File: src/rtl/conv_encoder_frame_if.sv
// Frame request / coded-symbol bundle for conv_encoder_frame.
// The encoder is the slave; a frame source and symbol sink form the master.
interface conv_encoder_frame_if #(
    parameter int unsigned SIZE_MSG  = 8,
    parameter int unsigned SIZE_CODE = 16
);
    logic                 i_start;
    logic [SIZE_MSG-1:0]  i_data;
    logic                 o_busy;
    logic [1:0]           o_sym;
    logic                 o_sym_valid;
    logic [SIZE_CODE-1:0] o_code;
    logic                 o_done;

    modport master (
        output i_start, i_data,
        input  o_busy, o_sym, o_sym_valid, o_code, o_done
    );

    modport slave (
        input  i_start, i_data,
        output o_busy, o_sym, o_sym_valid, o_code, o_done
    );
endinterface

File: src/rtl/conv_encoder_frame.sv
// Rate-1/2, K=3 convolutional encoder: one message frame in, serial symbols plus packed codeword out.
// Define CONV_ENC_STATE_HOLD_EN to carry the encoder state {s1,s0} across frames (stream mode).
module conv_encoder_frame #(
    parameter int unsigned SIZE_MSG  = 8,
    parameter int unsigned SIZE_CODE = 16,
    parameter logic [2:0]  G0        = 3'b111,
    parameter logic [2:0]  G1        = 3'b101
) (
    input logic                 i_clk,
    input logic                 i_rst_n,
    conv_encoder_frame_if.slave bus
);
    localparam int unsigned CNT_W = $clog2(SIZE_MSG + 1);

    typedef enum logic [1:0] {IDLE, ENCODE, DONE} state_t;

    state_t               state_q, state_d;
    logic [SIZE_MSG-1:0]  msg_q, msg_d;
    logic [CNT_W-1:0]     cnt_q, cnt_d;
    logic [1:0]           enc_q, enc_d;
    logic [1:0]           sym_q, sym_d;
    logic                 sym_valid_q, sym_valid_d;
    logic [SIZE_CODE-1:0] code_q, code_d;
    logic [2:0]           window;

    always_ff @(posedge i_clk or negedge i_rst_n) begin
        if (!i_rst_n) begin
            state_q     <= IDLE;
            msg_q       <= '0;
            cnt_q       <= '0;
            enc_q       <= '0;
            sym_q       <= '0;
            sym_valid_q <= 1'b0;
            code_q      <= '0;
        end else begin
            state_q     <= state_d;
            msg_q       <= msg_d;
            cnt_q       <= cnt_d;
            enc_q       <= enc_d;
            sym_q       <= sym_d;
            sym_valid_q <= sym_valid_d;
            code_q      <= code_d;
        end
    end

    always_comb begin
        state_d     = state_q;
        msg_d       = msg_q;
        cnt_d       = cnt_q;
        enc_d       = enc_q;
        sym_d       = '0;
        sym_valid_d = 1'b0;
        code_d      = code_q;
        window      = {msg_q[SIZE_MSG-1], enc_q};

        case (state_q)
            // DONE also samples i_start so back-to-back frames keep the 10-cycle spacing.
            IDLE, DONE: begin
                if (bus.i_start) begin
                    state_d = ENCODE;
                    msg_d   = bus.i_data;
                    cnt_d   = '0;
                    code_d  = '0;
`ifdef CONV_ENC_STATE_HOLD_EN
                    enc_d   = enc_q;
`else
                    enc_d   = '0;
`endif
                end else begin
                    state_d = IDLE;
                end
            end
            ENCODE: begin
                if (cnt_q == CNT_W'(SIZE_MSG)) begin
                    state_d = DONE;
                end else begin
                    sym_d       = {^(window & G0), ^(window & G1)};
                    sym_valid_d = 1'b1;
                    enc_d       = window[2:1];
                    msg_d       = msg_q << 1;
                    code_d      = {code_q[SIZE_CODE-3:0], sym_d};
                    cnt_d       = cnt_q + 1'b1;
                end
            end
            default: state_d = IDLE;
        endcase
    end

    assign bus.o_busy      = (state_q != IDLE);
    assign bus.o_done      = (state_q == DONE);
    assign bus.o_sym       = sym_q;
    assign bus.o_sym_valid = sym_valid_q;
    assign bus.o_code      = code_q;
endmodule

File: src/flat_wrapper.sv
// flat-port wrapper written by rule: the top's interface ports become plain ports
module conv_encoder_frame_flat 
#(
    parameter int unsigned SIZE_MSG  = 8,
    parameter int unsigned SIZE_CODE = 16,
    parameter logic [2:0]  G0        = 3'b111,
    parameter logic [2:0]  G1        = 3'b101
)
  (i_clk, i_rst_n, bus_i_start, bus_i_data, bus_o_busy, bus_o_sym, bus_o_sym_valid, bus_o_code, bus_o_done);
  conv_encoder_frame_if #(.SIZE_MSG(SIZE_MSG), .SIZE_CODE(SIZE_CODE)) bus_i ();
  input logic i_clk;
  input logic i_rst_n;
  input wire logic [$bits(bus_i.i_start)-1:0] bus_i_start;
  input wire logic [$bits(bus_i.i_data)-1:0] bus_i_data;
  output wire logic [$bits(bus_i.o_busy)-1:0] bus_o_busy;
  output wire logic [$bits(bus_i.o_sym)-1:0] bus_o_sym;
  output wire logic [$bits(bus_i.o_sym_valid)-1:0] bus_o_sym_valid;
  output wire logic [$bits(bus_i.o_code)-1:0] bus_o_code;
  output wire logic [$bits(bus_i.o_done)-1:0] bus_o_done;
  assign bus_i.i_start = bus_i_start;
  assign bus_i.i_data = bus_i_data;
  assign bus_o_busy = bus_i.o_busy;
  assign bus_o_sym = bus_i.o_sym;
  assign bus_o_sym_valid = bus_i.o_sym_valid;
  assign bus_o_code = bus_i.o_code;
  assign bus_o_done = bus_i.o_done;
  conv_encoder_frame #(.SIZE_MSG(SIZE_MSG), .SIZE_CODE(SIZE_CODE), .G0(G0), .G1(G1)) u_core (.i_clk(i_clk), .i_rst_n(i_rst_n), .bus(bus_i));
endmodule
File: config.mk
export PLATFORM = sky130hd
export DESIGN_NAME = conv_encoder_frame_flat
export DESIGN_NICKNAME = d
export VERILOG_FILES = /design/src/rtl/conv_encoder_frame_if.sv /design/src/rtl/conv_encoder_frame.sv /design/src/flat_wrapper.sv
export SDC_FILE = /design/constraint.sdc
export NUM_CORES = 1
export LEC_CHECK = 0
export ABC_AREA = 1
export CORE_UTILIZATION = 53
export CTS_CLUSTER_DIAMETER = 30
export DETAILED_ROUTE_END_ITERATION = 10
export HOLD_SLACK_MARGIN = 0.15
export PLACE_DENSITY = 0.83
export SLEW_MARGIN = 10
export SYNTH_ARGS = -nofsm -noshare
export SYNTH_HDL_FRONTEND = slang
export SYNTH_SLANG_ARGS = --single-unit
File: constraint.sdc
create_clock -name i_clk -period 2.6 [get_ports i_clk]
set_clock_uncertainty 0.2 [all_clocks]
set_input_delay 0.78 -clock i_clk [delete_from_list [all_inputs] [get_ports i_clk]]
set_output_delay 0.78 -clock i_clk [all_outputs]
set_load 0.005 [all_outputs]
Word level (Yosys, flattened, before mapping)
Cells that the tools add are included.

Mux-type cells: 19. Reduce and logical (&&, ||, !) cells: 7. Add/sub/neg operators: 1. Equal/unequal tests: 6.

Operator list (count): 16-bit 2-to-1 mux (2); 16-bit one-hot mux with 2 select lines (1); 8-bit 2-to-1 mux (2); 8-bit one-hot mux with 2 select lines (1); 2-bit 2-to-1 mux (5); 4-bit 2-to-1 mux (2); 2-bit one-hot mux with 2 select lines (2); 4-bit one-hot mux with 2 select lines (1); 3-bit XOR reduction (2); 4-bit by 1-bit adder with 4-bit output, second input constant (1); 4-bit == test, second input constant (1); 2-bit inequality test, second input constant (2); 2-bit nonzero test (2); 1-bit 2-to-1 mux (3); 3-bit AND reduction (1); 2-bit by 1-bit == test with 1-bit output, second input constant (1); 2-bit == test, second input constant (1); 2-bit logical NOT (1); 2-bit by 1-bit inequality test with 1-bit output, second input constant (1); 2-bit OR reduction (1).

Register bits: 35. Input port bits: 11. Output and inout port bits: 21.

Depth between registers and ports, before layout
Gate-level depths: netlist (run 1).

Depth in word-level cells: 4. Depth in mapped cells: 9. Depth with buffers taken out: 8.

Least setup slack after synthesis (run 1)
No wires, ideal clock.

Kind: register -> register. From: reg u_core.cnt_q[0]. To: reg u_core.code_q[10] (netlist: u_core.bus.o_code[10]). Data arrival time: 1.225 ns. Data required time: 2.266 ns. Path slack: 1.042 ns. Clock period less this slack: 1.558 ns. Stages on the path, launching flop included: 7. Cells stage by stage: dfrtp_1 > inv_1 > ha_1 > nand3_2 > nand2_4 > clkbuf_1 > o22ai_1.

Word-level cells in the longest chain between the ends: 3.

RTL lines: start, declared (RTL line conv_encoder_frame.sv:19) `logic [CNT_W-1:0] cnt_q, cnt_d;`; start signal, assigned (RTL line conv_encoder_frame.sv:38) `cnt_q <= cnt_d;`; 4-bit == test (RTL line conv_encoder_frame.sv:74) `if (cnt_q == CNT_W'(SIZE_MSG)) begin`; 2-bit inequality test (no source line); 3-bit AND reduction (no source line); end signal, assigned (RTL line conv_encoder_frame.sv:42) `code_q <= code_d;`; end, declared (RTL line conv_encoder_frame.sv:23) `logic [SIZE_CODE-1:0] code_q, code_d;`.

No other way between the ends. A chain may end at the register's enable or synchronous reset.

Worst setup path after layout (run 1)
From: reg u_core.state_q[1]. To: out bus_o_done.

Word-level cells in the longest chain between the ends: 1.

RTL lines: start, declared (RTL line conv_encoder_frame.sv:17) `state_t state_q, state_d;`; start signal, assigned (RTL line conv_encoder_frame.sv:36) `state_q <= state_d;`; 2-bit == test (RTL line conv_encoder_frame.sv:90) `assign bus.o_done = (state_q == DONE);`; end, declared (RTL line flat_wrapper.sv:19) `output wire logic [$bits(bus_i.o_done)-1:0] bus_o_done;`.

No other way between the ends.

==> results of run 1 <==
[through the flow]
stage	total power, mW	area [um^2]	hold slack, ps
2_1_floorplan	1.57	1510	284
3_3_place_gp	1.89	1840	297
3_5_place_dp	1.96	1840	303
4_1_cts	2.31	1910	332
5_1_grt	2.46	1910	349
6_report	2.29	1910	335
[layout make-up]
class | count | area share, %
Inverter | 35 | 6.88
Sequential cell | 35 | 45.9
Multi-Input combinational cell | 83 | 24.0
Clock inverter | 1 | 0.393
Tap cell | 31 | 2.03
Clock buffer | 7 | 3.41
Timing Repair Buffer | 34 | 17.4
[path summary, 6_finish.rpt]
| check | startpoint | endpoint | slack [ps] |
|---|---|---|---|
| max | u_core.state_q[1]$_DFFE_PN0P_ | bus_o_done | 160 |
| min | u_core.msg_q[1]$_DFFE_PN0P_ | u_core.msg_q[1]$_DFFE_PN0P_ | 340 |
| max reg2reg | u_core.cnt_q[0]$_DFFE_PN0P_ | u_core.msg_q[5]$_DFFE_PN0P_ | 580 |
| min reg2reg | u_core.msg_q[1]$_DFFE_PN0P_ | u_core.msg_q[1]$_DFFE_PN0P_ | 340 |
| max in group asynchronous | i_rst_n | u_core.msg_q[2]$_DFFE_PN0P_ | 1250 |
| min in group asynchronous | i_rst_n | u_core.bus.o_code[0]$_DFFE_PN0P_ | 620 |
[Yosys cell counts]
cell type | count | area [um^2]
ha_1 | 2 | 25.0
nand2_1 | 30 | 113
nand3_1 | 5 | 25.0
nor3_1 | 1 | 5.00
dfrtp_1 | 35 | 876
nand4_1 | 1 | 6.26
xnor2_1 | 1 | 8.76
nor2_4 | 1 | 11.3
clkbuf_2 | 1 | 5.00
nand3_2 | 1 | 10.0
inv_1 | 35 | 131
buf_6 | 3 | 33.8
buf_2 | 1 | 5.00
a21oi_2 | 1 | 8.76
o21ai_2 | 3 | 26.3
nor2_1 | 4 | 15.0
nand2_4 | 1 | 11.3
nand2_2 | 1 | 6.26
clkbuf_1 | 1 | 3.75
o22ai_2 | 2 | 25.0
o22ai_1 | 13 | 81.3
o21ai_0 | 16 | 80.1
[report_power, final]
part           internal, mW  switching [mW]
logic                 0.482           0.575
clock network         0.158           0.188
registers             0.764           0.127
[metal layers]
metal  up-vias  global-route usage (%)  part of all wire (%)
met5         -                       0                     0
met4         0                    11.4                   2.6
met3         8                    9.13                   4.9
met2        28                    35.3                    49
met1       572                    27.0                    43
li1        575                       -                     -
[registers in the layout, summed over array words and instances (netlist names)]
name,flops
u_core.state_q,2
u_core.cnt_q,4
u_core.msg_q,8
u_core.bus.o_code,16
u_core.bus.o_sym,2
u_core.enc_q,2
u_core.bus.o_sym_valid,1
[cells by family (layout without fill, tap and decap cells)]
kind of cell / after synthesis / count (layout) / share of synthesized area, %
AND/OR/NAND/NOR: 45 / 45 / 13.4
XOR/XNOR: 1 / 1 / 0.579
AO/OA/AOI/OAI: 35 / 35 / 14.6
buffers and inverters: 41 / 77 / 11.8
flip-flops: 35 / 35 / 57.9
adder cells (fa/ha/maj): 2 / 2 / 1.65
[critical path, stage by stage (launching register included)]
cell and delay [ps]:
dfrtp_1 410, inv_1 80, nor2_1 100, clkdlybuf4s50_1 510
==> results.md, run 1 <==
* Final period util at 93.7%
* Slew @ Worst Pin at 448 ps
* Synth Warn # at 0
* H-tree Lvls at 2
* Power Dens Cells at 1200 nW/um^2
* VDD IR max at 0.740 mV
* Clk Latency, worst-skew pair at 360 ps
* Synthesis-to-finish area growth at 26.2%
* Clk buf depth at 2
* Clk sinks at 35
* Endpoints failing setup at 0
* N_diodes at 0
* Netlist cell types at 22
* DR DRC count at 0
* Critical path startpoint category: flip-flop
* Crit path time final at 2440 ps
* Register area share after synthesis at 57.9%
* Syn Std Cell Area at 1510 um^2
* Crit-path max FO at 3
* Most frequent cells in the layout: 35 x inv_1, 35 x dfrtp_1, 31 x clkdlybuf4s50_1, 30 x nand2_1, 16 x o21ai_0
* Max Cap Viol at 0
* Vias in the first global route at 1211
* Drt initial violations at 24
* R2R cell count at 8
* Detailed Routing Iterations Pass 1 at 4
* Num ports at 32
* Cts repair resizes at 0
* Data required, critical path at 1620 ps
* CTS tree: done
* Total track usage at 22.6%
* Root Buffer: clkbuf_4
* Final Max Tran Viols at 0
* Grt total ovfl at 0
* Place WS at 296 ps
* Yosys reg bits at 35
* Die width at 55.4 um
* Cell Count, Final, Fillers Out at 226
* Via count at 1183
* # hold bufs at CTS at 0
* Setup ws final at 164 ps
* Initial Util at 55.3%
* Register clock-pin slew on the reported worst setup and hold paths at 110 ps
* Cells after Synth at 159
* PortBufs at 31
* Final Util at 69.8%
* Worst Setup End Kind: output port
* Leakage power at 0.911 nW
* Setup TNS at 0 ps
* Hold path depth at 2
* Initial antenna violation count at 0
* Final hold vios at 0
* RePlAce Congestion at 0.794
* First-pass GRT wire length at 5.22 mm
* Synth Net Count at 172
* Pin count of the biggest net entering global routing at 36
* CTS Buf Count at 5
* Routed len/inst at 13.7 um
* Chip Height at 55.4 um
* CORE AREA at 2730 um^2
* DRT antenna net count at 0
* Multi-input gate area at 458 um^2
* CP Class: flip-flop to output port
* Post-layout nets at 207
* Reg area at 876 um^2
* Critical Path AT at 1460 ps
* Fill count at 216
* Max Freq at 0.411 GHz
* # rows at 19
* Via density at 5.23
* Share of layout cells above drive strength 1 at 10.8%
* Hold Path Class: flip-flop to flip-flop
* Placed cell count at 218
* Drt total wl at 3.10 mm
* Die area at 3070 um^2
* Post-Syn Area per Cell at 9.51 um^2
* DP Wirelength at 2.17 mm
* RSZ-0062 raised after global routing: false
* Status: finished clean
* Setup Fix Bufs, Post-CTS at 0
* Slew margin rel. at 70.1%
(Power assumes the default switching activity.)
==> run 2: changes to the inputs <==
CORE_MARGIN = 2   (was unset)
==> run 2 against run 1 <==
- via count is 4.0% lower
- largest power group unchanged
- final cell count shrank 0.44%
- largest cell class unchanged
- routed wire length decreased by 9.2%
- highest routed layer unchanged
- sequential share of layout area increased by 0.39 points
- first-iteration DRC count grew 50%
- non-clock buffer count stayed put
==> results.md, run 2 (synthesis gave the netlist of run 1 again) <==
* Status: finished clean (unchanged)
* Max Cap Viol at 0 (unchanged)
* Routed len/inst at 12.5 um (was 13.7 um)
* Internal at 1.37 mW (was 1.40 mW)
* Clock share of power at 13.1% (was 15.1%)
* Combinational share of power at 46.9% (was 46.1%)
* CP Class: flip-flop to output port (unchanged)
* Crit-path max FO at 4 (was 3)
* PortBufs at 31 (unchanged)
* DR DRC count at 0 (unchanged)
* Worst path slowest cell: clkdlybuf4s50_1 (unchanged)
* Critical path startpoint category: flip-flop (unchanged)
* Setup ws final at 189 ps (was 164 ps)
* Reg-to-Reg Start: u_core.cnt_q[0]$_DFFE_PN0P_ (unchanged)
* Slew @ Worst Pin at 442 ps (was 448 ps)
* Max Freq at 0.415 GHz (was 0.411 GHz)
* Drt total wl at 2.81 mm (was 3.10 mm)
* DRT antenna net count at 0 (unchanged)
* Slew margin rel. at 70.4% (was 70.1%)
* Setup Fix Bufs, Post-CTS at 0 (unchanged)
* Grt total ovfl at 0 (unchanged)
* Die area at 3300 um^2 (was 3070 um^2)
* Final period util at 92.7% (was 93.7%)
* Clk buf depth at 2 (unchanged)
* Critical Path, Cell by Cell: inv_1 -> nand2_1 -> clkdlybuf4s50_1 (was inv_1 -> nor2_1 -> clkdlybuf4s50_1)
* Initial Util at 55.3% (unchanged)
* Worst Setup End Kind: output port (unchanged)
* Clk sinks at 35 (unchanged)
* First-pass GRT wire length at 4.94 mm (was 5.22 mm)
* RSZ-0062 raised after global routing: false (unchanged)
* Crit path buf inv count at 2 (unchanged)
* Die width at 57.4 um (was 55.4 um)
* Place WS at 395 ps (was 296 ps)
* Max reg flops at 16 (unchanged)
* DP Wirelength at 2.03 mm (was 2.17 mm)
* Setup crit start: u_core.state_q[0]$_DFFE_PN0P_ (was u_core.state_q[1]$_DFFE_PN0P_)
* Critical Path AT at 1430 ps (was 1460 ps)
* Switching power at 0.847 mW (was 0.890 mW)
* Switching share of power at 38.2% (was 38.8%)
* Initial antenna violation count at 0 (unchanged)
* Endpoints failing setup at 0 (unchanged)
* Hold Path Class: flip-flop to flip-flop (unchanged)
* Worst R2R Setup Slack at 700 ps (was 580 ps)
* Crit path time final at 2410 ps (was 2440 ps)
* Pin count of the biggest net entering global routing at 36 (unchanged)
* Total track usage at 19.2% (was 22.6%)
* Data required, critical path at 1620 ps (about the same)
* Synthesis-to-finish area growth at 25.1% (was 26.2%)
* CTS tree: done (unchanged)
* H-tree Lvls at 2 (unchanged)
* VDD IR max at 0.860 mV (was 0.740 mV)
* CORE AREA at 2730 um^2 (unchanged)
* Design area at 1890 um^2 (was 1910 um^2)
* Detailed Routing Iterations Pass 1 at 5 (was 4)
* # hold bufs at CTS at 0 (unchanged)
* Vias in the first global route at 1158 (was 1211)
* Placed cell areas at 1840 um^2 (unchanged)
* Leakage power at 0.908 nW (was 0.911 nW)
* Slowest Stage Delay on Critical Path at 460 ps (was 510 ps)
* Power Dens Cells at 1170 nW/um^2 (was 1200 nW/um^2)
* CTS Buf Count at 5 (unchanged)
* Root Buffer: clkbuf_4 (unchanged)
* Most frequent cells in the layout: 35 x inv_1, 35 x dfrtp_1, 31 x clkdlybuf4s50_1, 30 x nand2_1, 16 x o21ai_0 (unchanged)
* Via density at 5.05 (was 5.23)
* HP Start: u_core.msg_q[1]$_DFFE_PN0P_ (unchanged)
* Setup TNS at 0 ps (unchanged)
* Multi-input gate area at 458 um^2 (unchanged)
* Placed cell count at 218 (unchanged)
* Final hold vios at 0 (unchanged)
* Share of layout cells above drive strength 1 at 10.3% (was 10.8%)
* Seq pwr share at 40.0% (was 38.8%)
* Drt initial violations at 36 (was 24)
* Register clock-pin slew on the reported worst setup and hold paths at 100 ps (was 110 ps)
* Final Max Tran Viols at 0 (unchanged)
* N_diodes at 0 (unchanged)
* Cts repair resizes at 0 (unchanged)
* Chip Height at 57.4 um (was 55.4 um)
* Num ports at 32 (unchanged)
* Clk Latency, worst-skew pair at 320 ps (was 360 ps)
* CP delay by family, top: buffers and inverters (unchanged)
* Fill count at 211 (was 216)
* # rows at 19 (unchanged)
* Post-layout nets at 207 (unchanged)
* Cell Count, Final, Fillers Out at 225 (was 226)
* RePlAce Congestion at 0.805 (was 0.794)
* Via count at 1136 (was 1183)
* Reg area at 876 um^2 (unchanged)
-- run 2: path summary, 6_finish.rpt --
path	endpoint	cells after the start
max reg2reg	u_core.msg_q[5]$_DFFE_PN0P_	8
min	u_core.msg_q[1]$_DFFE_PN0P_	2
min reg2reg	u_core.msg_q[1]$_DFFE_PN0P_	2
max in group asynchronous	u_core.msg_q[4]$_DFFE_PN0P_	2
max	bus_o_busy	3
min in group asynchronous	u_core.enc_q[0]$_DFFE_PN0P_	2
-- run 2: power by group through the flow --
stage               logic (mW)  registers, mW  clock network (mW)
floorplan                0.683          0.885                   0
global placement          1.00          0.885                   0
detailed placement        1.05          0.894                   0
CTS                       1.05          0.887               0.297
global route              1.17          0.916               0.319
finish                    1.04          0.886               0.291
-- run 2: stage by stage --
stage / utilization [%] / power, mW / hold slack, ps
finish: 69.2 / 2.22 / 328
global route: 69.2 / 2.41 / 362
CTS: 69.2 / 2.23 / 326
detailed placement: 67.2 / 1.94 / 302
global placement: 67.2 / 1.89 / 293
floorplan: - / 1.57 / 284
-- run 2: final cells by class --
class                      instances  area share (%)
clock buffer                       6            2.71
sequential                        35            46.3
timing repair buffer              34            17.6
inverter                          35            6.94
tap                               31            2.05
clock inverter                     1           0.264
multi-input combinational         83            24.2
-- run 2: metal layers --
layer / vias to the layer above / GRT usage [%] / part of all wire [%]
li1: 569 / - / -
met1: 542 / 24.9 / 48
met2: 23 / 31.3 / 47
met3: 2 / 4.99 / 4.3
met5: - / 0 / 0
met4: 0 / 6.98 / 0.71
-- run 2: tightest hold or removal path, delay by kind of cell, from the launching register on --
kind	cells	cell delay (ps)
AO/OA/AOI/OAI	1	110
buffers and inverters	1	50
flip-flops	1	340
==> run 3: changes to the inputs <==
CORE_UTILIZATION = 45   (was 53)
PLACE_DENSITY = 0.72   (was 0.83)
RECOVER_POWER = 25   (was unset)
==> run 3 against run 2 <==
- maximum frequency barely moved
- critical path type unchanged
- combinational power is essentially flat
- global-route usage decreased by 1.5 points
- worst hold slack lost 3.6 ps
- via count up 1.3%
- critical endpoint unchanged
- largest cell class unchanged
- final cell count grew 6.7%
- register-to-register slack worse by 90 ps
==> results.md, run 3 (synthesis gave the netlist of run 1 again) <==
* Initial antenna violation count at 0 (unchanged)
* Leakage power at 0.907 nW (was 0.908 nW)
* Cell Count, Final, Fillers Out at 240 (was 225)
* Pin count of the biggest net entering global routing at 36 (unchanged)
* Hold WS at 324 ps (was 328 ps)
* Max Freq at 0.415 GHz (about the same)
* RePlAce Congestion at 0.709 (was 0.805)
* Cts repair resizes at 0 (unchanged)
* N_diodes at 0 (unchanged)
* Final hold vios at 0 (unchanged)
* Root Buffer: clkbuf_4 (unchanged)
* Drt initial violations at 21 (was 36)
* Initial Util at 46.1% (was 55.3%)
* Slew margin rel. at 44.6% (was 70.4%)
* Max Cap Viol at 0 (unchanged)
* Crit-path max FO at 4 (unchanged)
* Register clock-pin slew on the reported worst setup and hold paths at 100 ps (about the same)
* Design area at 1900 um^2 (was 1890 um^2)
* Final Max Tran Viols at 0 (unchanged)
* Vias in the first global route at 1105 (was 1158)
* Routed len/inst at 12.4 um (was 12.5 um)
* Hold Path Class: flip-flop to flip-flop (unchanged)
* Most frequent cells in the layout: 35 x inv_1, 35 x dfrtp_1, 30 x nand2_1, 30 x clkdlybuf4s50_1, 16 x o21ai_0 (was 35 x inv_1, 35 x dfrtp_1, 31 x clkdlybuf4s50_1, 30 x nand2_1, 16 x o21ai_0)
* Multi-input gate area at 453 um^2 (was 458 um^2)
* Clk buf depth at 2 (unchanged)
* Synthesis-to-finish area growth at 25.9% (was 25.1%)
* Via density at 4.80 (was 5.05)
* Grt total ovfl at 0 (unchanged)
* Slew @ Worst Pin at 832 ps (was 442 ps)
* Final period util at 92.7% (about the same)
* Total track usage at 17.7% (was 19.2%)
* Fill count at 304 (was 211)
* CTS tree: done (unchanged)
* H-tree Lvls at 2 (unchanged)
* # hold bufs at CTS at 0 (unchanged)
* CORE AREA at 3280 um^2 (was 2730 um^2)
* Final Util at 58.0% (was 69.2%)
* PortBufs at 31 (unchanged)
* Chip Height at 62.0 um (was 57.4 um)
* Detailed Routing Iterations Pass 1 at 4 (was 5)
* CTS Buf Count at 5 (unchanged)
* Post-layout nets at 207 (unchanged)
* Placed cell count at 233 (was 218)
* Worst Setup End Kind: output port (unchanged)
* Reg area at 876 um^2 (unchanged)
* Placed cell areas at 1860 um^2 (was 1840 um^2)
* VDD IR max at 0.555 mV (was 0.860 mV)
* DR DRC count at 0 (unchanged)
* Setup Fix Bufs, Post-CTS at 0 (unchanged)
* Num ports at 32 (unchanged)
* Power Dens Cells at 1170 nW/um^2 (about the same)
* Clk sinks at 35 (unchanged)
* Drt total wl at 2.98 mm (was 2.81 mm)
* Max reg flops at 16 (unchanged)
* CP Class: flip-flop to output port (unchanged)
* Share of layout cells above drive strength 1 at 9.79% (was 10.3%)
* Crit path time final at 2410 ps (about the same)
* Die width at 62.0 um (was 57.4 um)
* DRT antenna net count at 0 (unchanged)
* Data required, critical path at 1620 ps (about the same)
* Critical Path AT at 1430 ps (about the same)
* Critical path startpoint category: flip-flop (unchanged)
* RSZ-0062 raised after global routing: false (unchanged)
* Clk Latency, worst-skew pair at 330 ps (was 320 ps)
* Endpoints failing setup at 0 (unchanged)
* Status: finished clean (unchanged)
* DP Wirelength at 2.15 mm (was 2.03 mm)
* # rows at 21 (was 19)
* First-pass GRT wire length at 4.84 mm (was 4.94 mm)
* Setup TNS at 0 ps (unchanged)
* Die area at 3840 um^2 (was 3300 um^2)
* Via count at 1151 (was 1136)
-- run 3: changes by cell type in the layout (fill, tap and decap cells not counted), sizes merged --
cell	before	now
clkdlybuf4s50	31	30
dlygate4sd3	0	1
buf	3	2
clkbuf	6	7
-- run 3: final timing paths --
check / start / endpoint / slack (ps) / cells past startpoint
setup / recovery: u_core.state_q[0]$_DFFE_PN0P_ / bus_o_busy / 190 / 3
hold / removal: u_core.bus.o_code[1]$_DFFE_PN0P_ / u_core.bus.o_code[1]$_DFFE_PN0P_ / 320 / 2
setup reg to reg: u_core.cnt_q[0]$_DFFE_PN0P_ / u_core.msg_q[3]$_DFFE_PN0P_ / 610 / 7
hold reg to reg: u_core.bus.o_code[1]$_DFFE_PN0P_ / u_core.bus.o_code[1]$_DFFE_PN0P_ / 320 / 2
max in group asynchronous: i_rst_n / u_core.msg_q[1]$_DFFE_PN0P_ / 800 / 2
min in group asynchronous: i_rst_n / u_core.msg_q[3]$_DFFE_PN0P_ / 870 / 2
-- run 3: where the power goes --
group          internal (mW)  total, mW  switching (mW)
clock                  0.125      0.290           0.165
sequential             0.765      0.888           0.123
combinational          0.478       1.05           0.570
total                   1.37       2.23           0.858
-- run 3: critical path, cell delays in order (launching register included) --
cell and delay [ps]:
dfrtp_1 420, inv_1 160, nand2_1 80, clkdlybuf4s50_1 440
-- run 3: layout make-up --
| class | instances | share of cell area [%] |
|---|---|---|
| Tap cell | 46 | 3.02 |
| Clock buffer | 6 | 2.69 |
| Timing Repair Buffer | 34 | 17.3 |
| Sequential cell | 35 | 46.0 |
| Inverter | 35 | 6.90 |
| Multi-Input combinational cell | 83 | 23.8 |
| Clock inverter | 1 | 0.263 |
-- run 3: layer usage --
layer / vias up / wire (um) / global-route usage (%)
met5: - / 0 / 0
met4: 0 / 48 / 6.38
met3: 5 / 143 / 7.04
met2: 28 / 1490 / 29.5
met1: 546 / 1300 / 20.7
li1: 572 / - / -
-- run 3: metrics by stage --
stage / power (mW) / worst slack, ps
2_1_floorplan: 1.57 / 1040
3_3_place_gp: 1.90 / 412
3_5_place_dp: 1.96 / 359
4_1_cts: 2.25 / 168
5_1_grt: 2.42 / 76.8
6_report: 2.23 / 189
